==> config.mk <==
export PLATFORM = sky130hd
export DESIGN_NAME = mem_access_ctrl
export DESIGN_NICKNAME = d
export VERILOG_FILES = /design/src/rtl/mem_access_ctrl.sv
export SDC_FILE = /design/constraint.sdc
export NUM_CORES = 1
export LEC_CHECK = 0
export ABC_AREA = 1
export BUFFER_PORTS_ARGS = -buffer_cell sky130_fd_sc_hd__buf_2
export CAP_MARGIN = 20
export CORE_ASPECT_RATIO = 1.1
export CORE_MARGIN = 2
export CORE_UTILIZATION = 37
export CTS_BUF_LIST = sky130_fd_sc_hd__clkbuf_4 sky130_fd_sc_hd__clkbuf_8
export DETAILED_ROUTE_END_ITERATION = 16
export PLACE_DENSITY = 0.66
export SETUP_SLACK_MARGIN = 0.15
export SYNTH_ARGS = -nofsm -noshare
export SYNTH_HDL_FRONTEND = slang
export SYNTH_SLANG_ARGS = --single-unit
==> constraint.sdc <==
create_clock -name clk -period 4.1 [get_ports clk]
set_input_delay 0.615 -clock clk [delete_from_list [all_inputs] [get_ports clk]]
set_output_delay 0.615 -clock clk [all_outputs]
set_load 0.01 [all_outputs]
==> src/rtl/mem_access_ctrl.sv <==
// MEM-stage memory access controller: issues one request per memop, waits for ack or timeout, registers writeback.
// Optional misaligned-access trap enabled by defining MEM_ALIGN_CHECK_EN.
module mem_access_ctrl #(
   parameter int unsigned TIMEOUT = 255
) (
   input  logic        clk,
   input  logic        rst,
   input  logic        valid_MEM,
   input  logic        DM_w_MEM,
   input  logic        write_MEM,
   input  logic [4:0]  waddr_MEM,
   input  logic [1:0]  mux_wdata_MEM,
   input  logic [31:0] alu_MEM,
   input  logic [31:0] npc_MEM,
   input  logic [31:0] DM_wdata_MEM,
   output logic        mem_req,
   output logic        mem_we,
   output logic [31:0] mem_addr,
   output logic [31:0] mem_wdata,
   input  logic        mem_ack,
   input  logic [31:0] mem_rdata,
   output logic        stall,
   output logic        write_WB,
   output logic [4:0]  waddr_WB,
   output logic [31:0] wdata_WB,
   output logic        mem_err,
   output logic        misalign
);

   localparam int unsigned CW = (TIMEOUT > 1) ? $clog2(TIMEOUT) : 1;

   typedef enum logic [1:0] {S_IDLE, S_WAIT, S_DONE} state_t;

   state_t        state_q, state_d;
   logic [CW-1:0] cnt_q, cnt_d;
   logic          req_q, req_d;
   logic          we_q, we_d;
   logic [31:0]   addr_q, addr_d;
   logic [31:0]   wdata_q, wdata_d;
   logic          write_wb_q, write_wb_d;
   logic [4:0]    waddr_wb_q, waddr_wb_d;
   logic [31:0]   wdata_wb_q, wdata_wb_d;
   logic          err_q, err_d;
   logic          misalign_q, misalign_d;
   logic          memop;
   logic          mis_access;

   assign memop = valid_MEM & (DM_w_MEM | (mux_wdata_MEM == 2'b01));

`ifdef MEM_ALIGN_CHECK_EN
   assign mis_access = memop & (alu_MEM[1:0] != 2'b00);
`else
   assign mis_access = 1'b0;
`endif

   always_ff @(posedge clk or posedge rst) begin
      if (rst) begin
         state_q    <= S_IDLE;
         cnt_q      <= '0;
         req_q      <= 1'b0;
         we_q       <= 1'b0;
         addr_q     <= '0;
         wdata_q    <= '0;
         write_wb_q <= 1'b0;
         waddr_wb_q <= '0;
         wdata_wb_q <= '0;
         err_q      <= 1'b0;
         misalign_q <= 1'b0;
      end else begin
         state_q    <= state_d;
         cnt_q      <= cnt_d;
         req_q      <= req_d;
         we_q       <= we_d;
         addr_q     <= addr_d;
         wdata_q    <= wdata_d;
         write_wb_q <= write_wb_d;
         waddr_wb_q <= waddr_wb_d;
         wdata_wb_q <= wdata_wb_d;
         err_q      <= err_d;
         misalign_q <= misalign_d;
      end
   end

   always_comb begin
      state_d    = state_q;
      cnt_d      = cnt_q;
      req_d      = req_q;
      we_d       = we_q;
      addr_d     = addr_q;
      wdata_d    = wdata_q;
      write_wb_d = 1'b0;
      waddr_wb_d = waddr_wb_q;
      wdata_wb_d = wdata_wb_q;
      err_d      = err_q;
      misalign_d = 1'b0;
      case (state_q)
         S_IDLE: begin
            if (mis_access) begin
               misalign_d = 1'b1;
               state_d    = S_DONE;
            end else if (memop) begin
               addr_d  = {alu_MEM[31:2], 2'b00};
               we_d    = DM_w_MEM;
               wdata_d = DM_wdata_MEM;
               req_d   = 1'b1;
               cnt_d   = '0;
               state_d = S_WAIT;
            end else begin
               write_wb_d = valid_MEM & write_MEM;
               waddr_wb_d = waddr_MEM;
               wdata_wb_d = (mux_wdata_MEM == 2'b10) ? npc_MEM : alu_MEM;
            end
         end
         S_WAIT: begin
            // Ack is tested first so it wins over a simultaneous timeout.
            if (mem_ack) begin
               req_d   = 1'b0;
               state_d = S_DONE;
               if (!we_q) begin
                  write_wb_d = write_MEM;
                  waddr_wb_d = waddr_MEM;
                  wdata_wb_d = mem_rdata;
               end
            end else if (cnt_q == CW'(TIMEOUT - 1)) begin
               req_d   = 1'b0;
               err_d   = 1'b1;
               state_d = S_DONE;
            end else begin
               cnt_d = cnt_q + 1'b1;
            end
         end
         S_DONE: state_d = S_IDLE;
         default: state_d = S_IDLE;
      endcase
   end

   assign stall     = ((state_q == S_IDLE) & memop & ~mis_access) | (state_q == S_WAIT);
   assign mem_req   = req_q;
   assign mem_we    = we_q;
   assign mem_addr  = addr_q;
   assign mem_wdata = wdata_q;
   assign write_WB  = write_wb_q;
   assign waddr_WB  = waddr_wb_q;
   assign wdata_WB  = wdata_wb_q;
   assign mem_err   = err_q;
   assign misalign  = misalign_q;

endmodule

==> out/results.md, run 1 <==
## Finish
• 1428 — Filler Cells Inserted
• 32.6% — area growth from synthesis to layout
• 1920 µm² — area used by multi-input combinational logic
• 0.323 — layout cell share with drive strength beyond 1
• 1046 — number of nets in the finished design
• 2830 µm² — FF/Latch Area
• 0.503 — post-layout utilization of the core
• 0 — # diodes

## Die
• 248 — number of top-level design ports
• 15200 µm² — die area
• 0.379 — effective utilization at floorplan
• 45 — count of standard-cell rows
• 129 µm — y dimension of the die
• 118 µm — x dimension of the die
• 13900 µm² — floorplan core area

## STA
• 0 ns — setup TNS
• 0 — Final Hold Violating Endpoints
• 0 — max-slew violations
• 2.49 ns — Min Clock Period, post-route
• 0.00699 ns — setup skew after layout
• 401 MHz — maximum operating frequency
• 0.608 — share of the cycle needed by the critical path after routing
• 1.01 ns — Worst Tran Pin Value
• false — unrepaired setup endpoints after global routing
• 0.323 — relative max-transition margin
• 0 — # setup viols final

## Synth
• 0 — Post-synth EDFFs
• 7.83 µm² — synthesized area divided by synthesized cell count
• 0 — number of warnings reported in the yosys synthesis log
• 5250 µm² — area of the mapped netlist
• 1.00 — Async S/R FF share, synth
• 0.538 — post-synthesis sequential area ratio
• 671 — Synth Instances
• nand2_1 — most frequently used cell type in the post-synthesis netlist
• dfrtp_1, nand2_1, o21ai_0 — Area contributors post-synth
• 24 — count of unique library cells instantiated by Yosys
• 113 — register bit total from synthesis
• dfrtp_1 — commonest register cell after synthesis
• 0.538 — area fraction of the dominant cell type after synthesis
• nand2_1, o21ai_0, dfrtp_1, inv_1, buf_2 — commonest cells in the synthesized netlist
• dfrtp_1 — library cell occupying the most area in the post-synthesis netlist

## Global routing
• 4523 — number of global-route vias before repair
• 0 — global-route congestion overflow total
• 0.190 — total global routing track utilization
• 83 — pin count of the biggest net entering global routing
• 0 — antenna violations before repair
• 22900 µm — wire length of the first global-routing pass

## Routing
• 0 — post-route DRC violation count
• 12.9 µm — wire per inst
• 4959 — total number of vias
• 4.49 — Via-to-Cell Ratio
• 272 — number of design-rule violations left by the first detailed-router iteration
• 14200 µm — wire length after detailed routing
• 5 — iteration count of the initial detailed-routing pass
• 0 — number of nets with antenna violations after routing

## Critical path
• nor2_1, nand3_4, nand2_1, buf_2 — cells traversed along the worst timing path
• state_q[1] — reg2reg start
• 0.43 ns — Slowest Stage Delay on Critical Path
• 1.88 ns — worst path arrival time
• mem_wdata[24] — destination of the worst register-to-register timing path
• 3.48 ns — Worst EP required
• simple AND/OR/NAND/NOR gates — Top Family by Delay on Critical Path
• 48 — worst-path maximum fanout
• 5 — R2R depth
• nand3_4 — highest-delay cell along the critical path
• 2.10 ns — reg2reg setup slack
• register to output pin — Critical Setup Path Class
• 1 — number of buffers and inverters on the critical path
• register — sort of element at the start of the critical path
• output pin — crit path capture type

## Clock tree
• 0.44 ns — Clock Latency Late Sink
• 0.07 ns — Worst-path clk slew
• 113 — # clock sinks
• 4 — CTS HTree Levels
• 17 — TritonCTS Buffers
• 0 — number of setup buffers added after CTS
• yes — CTS tree
• 0 — Post-CTS Resized
• 2 — CTS max path bufs
• 0 — number of hold-repair buffers added at the cts stage
• clkbuf_8 — clock root buffer master

## Pwr
• 4.03 nW — standby leakage power
• 0.265 mV — Max IR drop VDD
• 580 nW/µm² — pwr dens

## Run
• 0 — number of maximum-capacitance constraint violations

## Placed design
• 0.791 — Final Wtd Congestion
• 10000 µm — hpwl dp
• 244 — IO buf count

## Min path
• input pin to asynchronous set/reset pin — class of the most critical hold timing path

## Run status
• completed — run status

per-layer routing:
layer	GRT usage	up-vias	share of wire
li1	-	2536	-
met3	0.0510	27	0.059
met2	0.300	165	0.47
met5	0	-	0
met1	0.249	2231	0.45
met4	0.0808	0	0.025
flip-flops by register name (all words and copies together) (netlist names):
register,count
mem_wdata,32
wdata_WB,32
mem_addr,30
cnt_q,8
waddr_WB,5
state_q,2
mem_err,1
mem_req,1
mem_we,1
write_WB,1
worst register-to-register path: stages (launching register included):
cell	delay (ns)
dfrtp_1	0.39
nor2_1	0.26
nand3_4	0.43
buf_4	0.49
nand2_1	0.19
o21ai_0	0.09
cells in the final DEF, fill, tap and decap left out, types with 8 or more instances in the layout:
master    instances
buf_2           244
nand2_1         274
o21ai_1           8
nor2_1           16
o21ai_0         115
nand3_1          10
clkbuf_8         19
dfrtp_1         113
inv_1            69
per-stage QoR:
stage | hold slack (ns) | total power, mW | cells | instance area [µm²] | setup WS, ns
after global placement | 0.453 | 2.90 | 1072 | 6530 | 1.78
after detailed placement | 0.458 | 2.92 | 1072 | 6530 | 1.78
final | 0.360 | 4.04 | 1104 | 6970 | 1.61
after floorplan | 0.465 | 2.37 | 673 | 5260 | 0.498
after global routing | 0.358 | 4.33 | 1104 | 6970 | 1.40
after CTS | 0.349 | 4.09 | 1104 | 6970 | 1.56
worst max-delay path by stage:
stage                           from        to  slack, ns  depth (start not counted)
floorplan                        rst  cnt_q[0]       0.50                          1
global placement    mux_wdata_MEM[1]     stall       1.78                          7
detailed placement  mux_wdata_MEM[1]     stall       1.78                          7
CTS                       state_q[1]     stall       1.56                          4
global route              state_q[1]     stall       1.40                          4
finish                    state_q[1]     stall       1.61                          4
logic make-up (layout without fill, tap and decap cells):
family / Yosys count / in the layout / synth area share
and+or+nand+nor: 309 / 309 / 0.229
DFF: 113 / 113 / 0.538
adders and majority gates: 2 / 2 / 0.00476
other: 1 / 3 / 0.000714
buffers and inverters: 113 / 356 / 0.0986
AOI/OAI and AO/OA: 133 / 133 / 0.129
power breakdown:
group / total (mW) / internal [mW] / leakage [nW] / switching (mW)
clock network: 1.15 / 0.702 / 0.222 / 0.453
registers: 1.65 / 1.46 / 1.41 / 0.185
logic: 1.24 / 0.478 / 2.40 / 0.761
final cells by class:
| cell class | count | share of cell area |
|---|---|---|
| Clock inverter | 11 | 0.0230 |
| Tap cell | 188 | 0.0338 |
| Timing Repair Buffer | 249 | 0.181 |
| Multi-Input combinational cell | 447 | 0.276 |
| Inverter | 75 | 0.0408 |
| Sequential cell | 113 | 0.406 |
| Clock buffer | 21 | 0.0397 |
Note: power is estimated with default switching activity, not from simulation.
==> run 2: changes to the inputs <==
clock period = 2.6 ns   (was 4.1 ns; I/O delays follow)
==> out/results.md, run 2 (synthesis results as in run 1) <==
## Run status
• completed — run status

## Clock tree
• 4 — CTS HTree Levels, unchanged
• 113 — # clock sinks, unchanged
• 0 — Post-CTS Resized, unchanged
• 2 — CTS max path bufs, unchanged
• clkbuf_8 — clock root buffer master
• 17 — TritonCTS Buffers, unchanged
• 0 — number of setup buffers added after CTS, unchanged
• 0.42 ns — Clock Latency Late Sink, -0.02 ns
• 0 — number of hold-repair buffers added at the cts stage, unchanged
• yes — CTS tree
• 0.06 ns — Worst-path clk slew, about the same

## Critical path
• 0.52 ns — Slowest Stage Delay on Critical Path, +0.09 ns
• 2 — number of buffers and inverters on the critical path, +1
• inv_2 — highest-delay cell along the critical path
• register to register — Critical Setup Path Class
• 2.96 ns — Worst EP required, -0.52 ns
• nand2_2, inv_2, nand2_1, nand2_2, inv_2, nand2_1, nand2_1 — cells traversed along the worst timing path
• nand2_1 — cell with the most instances on the worst path
• 38 — worst-path maximum fanout, -21%
• register — sort of element at the start of the critical path
• 2.23 ns — worst path arrival time, +0.35 ns
• buffers and inverters — Top Family by Delay on Critical Path
• register — crit path capture type

## Placed design
• 10400 µm — hpwl dp, +3.2%
• 0.809 — Final Wtd Congestion, +2.3%
• 0.719 ns — Place WS, -1.06 ns
• 6570 µm² — Cell Area, Placed, +0.63%
• 244 — IO buf count, unchanged

## Min path
• input pin to asynchronous set/reset pin — class of the most critical hold timing path

## Finish
• 0 — # diodes, unchanged
• 2830 µm² — FF/Latch Area, unchanged
• 1048 — number of nets in the finished design, +0.19%
• nand2_1 — most common cell after layout, fill and taps aside
• 1417 — Filler Cells Inserted, -0.77%
• 32.2% — area growth from synthesis to layout
• 6950 µm² — Layout Cell Area excl Fill, -0.25%
• 1920 µm² — area used by multi-input combinational logic, unchanged
• 0.323 — layout cell share with drive strength beyond 1, unchanged
• nand2_1, buf_2, o21ai_0, dfrtp_1, inv_1 — top library cells by usage in the layout, fill and taps aside

## Routing
• 882 µm — met3 routed WL, +5.9%
• 281 — number of design-rule violations left by the first detailed-router iteration, +3.3%
• 0 — number of nets with antenna violations after routing, unchanged
• 0 — post-route DRC violation count, unchanged
• 4.52 — Via-to-Cell Ratio, +0.63%
• met4 — DR top layer
• 6910 µm — Met2 Routed Length, +3.8%
• 6 — iteration count of the initial detailed-routing pass, +1
• 4990 — total number of vias, +0.63%
• 6230 µm — detailed-route wire length on metal 1, -2.1%
• 13.1 µm — wire per inst, +1.5%
• 14400 µm — wire length after detailed routing, +1.5%

## Pwr
• 0.321 — Comb power frac, +0.014
• 0.294 mV — Max IR drop VDD, +11%
• 0.256 — clock network power share, -0.030
• 3.97 mW — Internal Pwr Total, +50%
• 2.17 mW — switching power, +55%
• 0.424 — fraction of power consumed by sequential logic, +0.016
• 4.02 nW — standby leakage power, -0.24%
• 0.353 — switching share of total power, +0.00717
• 883 nW/µm² — pwr dens, +52%

## STA
• 0 — Final Hold Violating Endpoints, unchanged
• 0.729 ns — fin worst setup slack, -0.878 ns
• false — unrepaired setup endpoints after global routing
• 0 ns — setup TNS, unchanged
• 1.87 ns — Min Clock Period, post-route
• 0 — # setup viols final, unchanged
• 534 MHz — maximum operating frequency
• 0.0826 ns — worst slack on hold paths, -0.277 ns
• 0.712 ns — Worst Tran Pin Value, -0.301 ns
• 0.526 — relative max-transition margin, +0.203
• 0 — max-slew violations, unchanged
• 0.00725 ns — setup skew after layout, +0.000262 ns
• 0.720 — share of the cycle needed by the critical path after routing

## Die
• 0.379 — effective utilization at floorplan, unchanged
• 13900 µm² — floorplan core area, unchanged
• 45 — count of standard-cell rows, unchanged
• 129 µm — y dimension of the die, unchanged
• 248 — number of top-level design ports, unchanged
• 15200 µm² — die area, unchanged
• 118 µm — x dimension of the die, unchanged

## Run
• 0 — number of maximum-capacitance constraint violations, unchanged

## Global routing
• 4657 — number of global-route vias before repair, +3.0%
• 0 — antenna violations before repair, unchanged
• 23000 µm — wire length of the first global-routing pass, +0.52%
• 0 — global-route congestion overflow total, unchanged
• 114 — pin count of the biggest net entering global routing, +37%
• 0.193 — total global routing track utilization, +0.00226

[run 2: changes by cell type in the layout (fill, tap and decap cells not counted), sizes merged]
cell,delta
bufinv,-3
clkbuf,+4
clkinv,-2
inv,-1
buf,+2
[run 2: metal layers]
layer,track usage,vias up
li1,-,2534
met1,0.241,2247
met2,0.316,183
met3,0.0488,26
met4,0.0893,0
met5,0,-
[run 2: path summary, 6_finish.rpt]
kind	slack (ns)	startpoint	depth (start not counted)	endpoint
worst min register to register	0.47	mem_req	2	mem_req
max in group asynchronous	1.98	rst	3	wdata_WB[30]
worst max-delay path	0.73	state_q[0]	7	wdata_WB[19]
worst max register to register	0.73	state_q[0]	7	wdata_WB[19]
min in group clk	0.16	waddr_MEM[1]	3	waddr_WB[1]
worst min-delay path	0.08	rst	3	mem_wdata[7]
[run 2: tightest hold or removal path: stages]
cell and delay [ns]:
buf_2 0.11, clkinvlp_4 0.07, buf_12 0.40
[run 2: area by class of cell]
type / count / area share
repair buffers: 251 / 0.187
clock inverters: 5 / 0.00756
inverters: 75 / 0.0411
flip-flops and latches: 113 / 0.407
multi-input cells: 447 / 0.277
well taps: 188 / 0.0339
clock buffers: 25 / 0.0468
[run 2: power groups by stage]
stage	Clock, mW	Combinational (mW)	Sequential (mW)
2_1_floorplan	0	0.856	2.88
3_3_place_gp	0	1.96	2.62
3_5_place_dp	0	2.00	2.62
4_1_cts	1.62	2.00	2.60
5_1_grt	1.71	2.22	2.67
6_report	1.57	1.97	2.60
[run 2: stage by stage]
stage / cells / power [mW] / util
finish: 1104 / 6.14 / 0.502
global placement: 1074 / 4.58 / 0.474
CTS: 1104 / 6.23 / 0.502
global route: 1104 / 6.60 / 0.502
floorplan: 673 / 3.74 / -
detailed placement: 1074 / 4.62 / 0.474
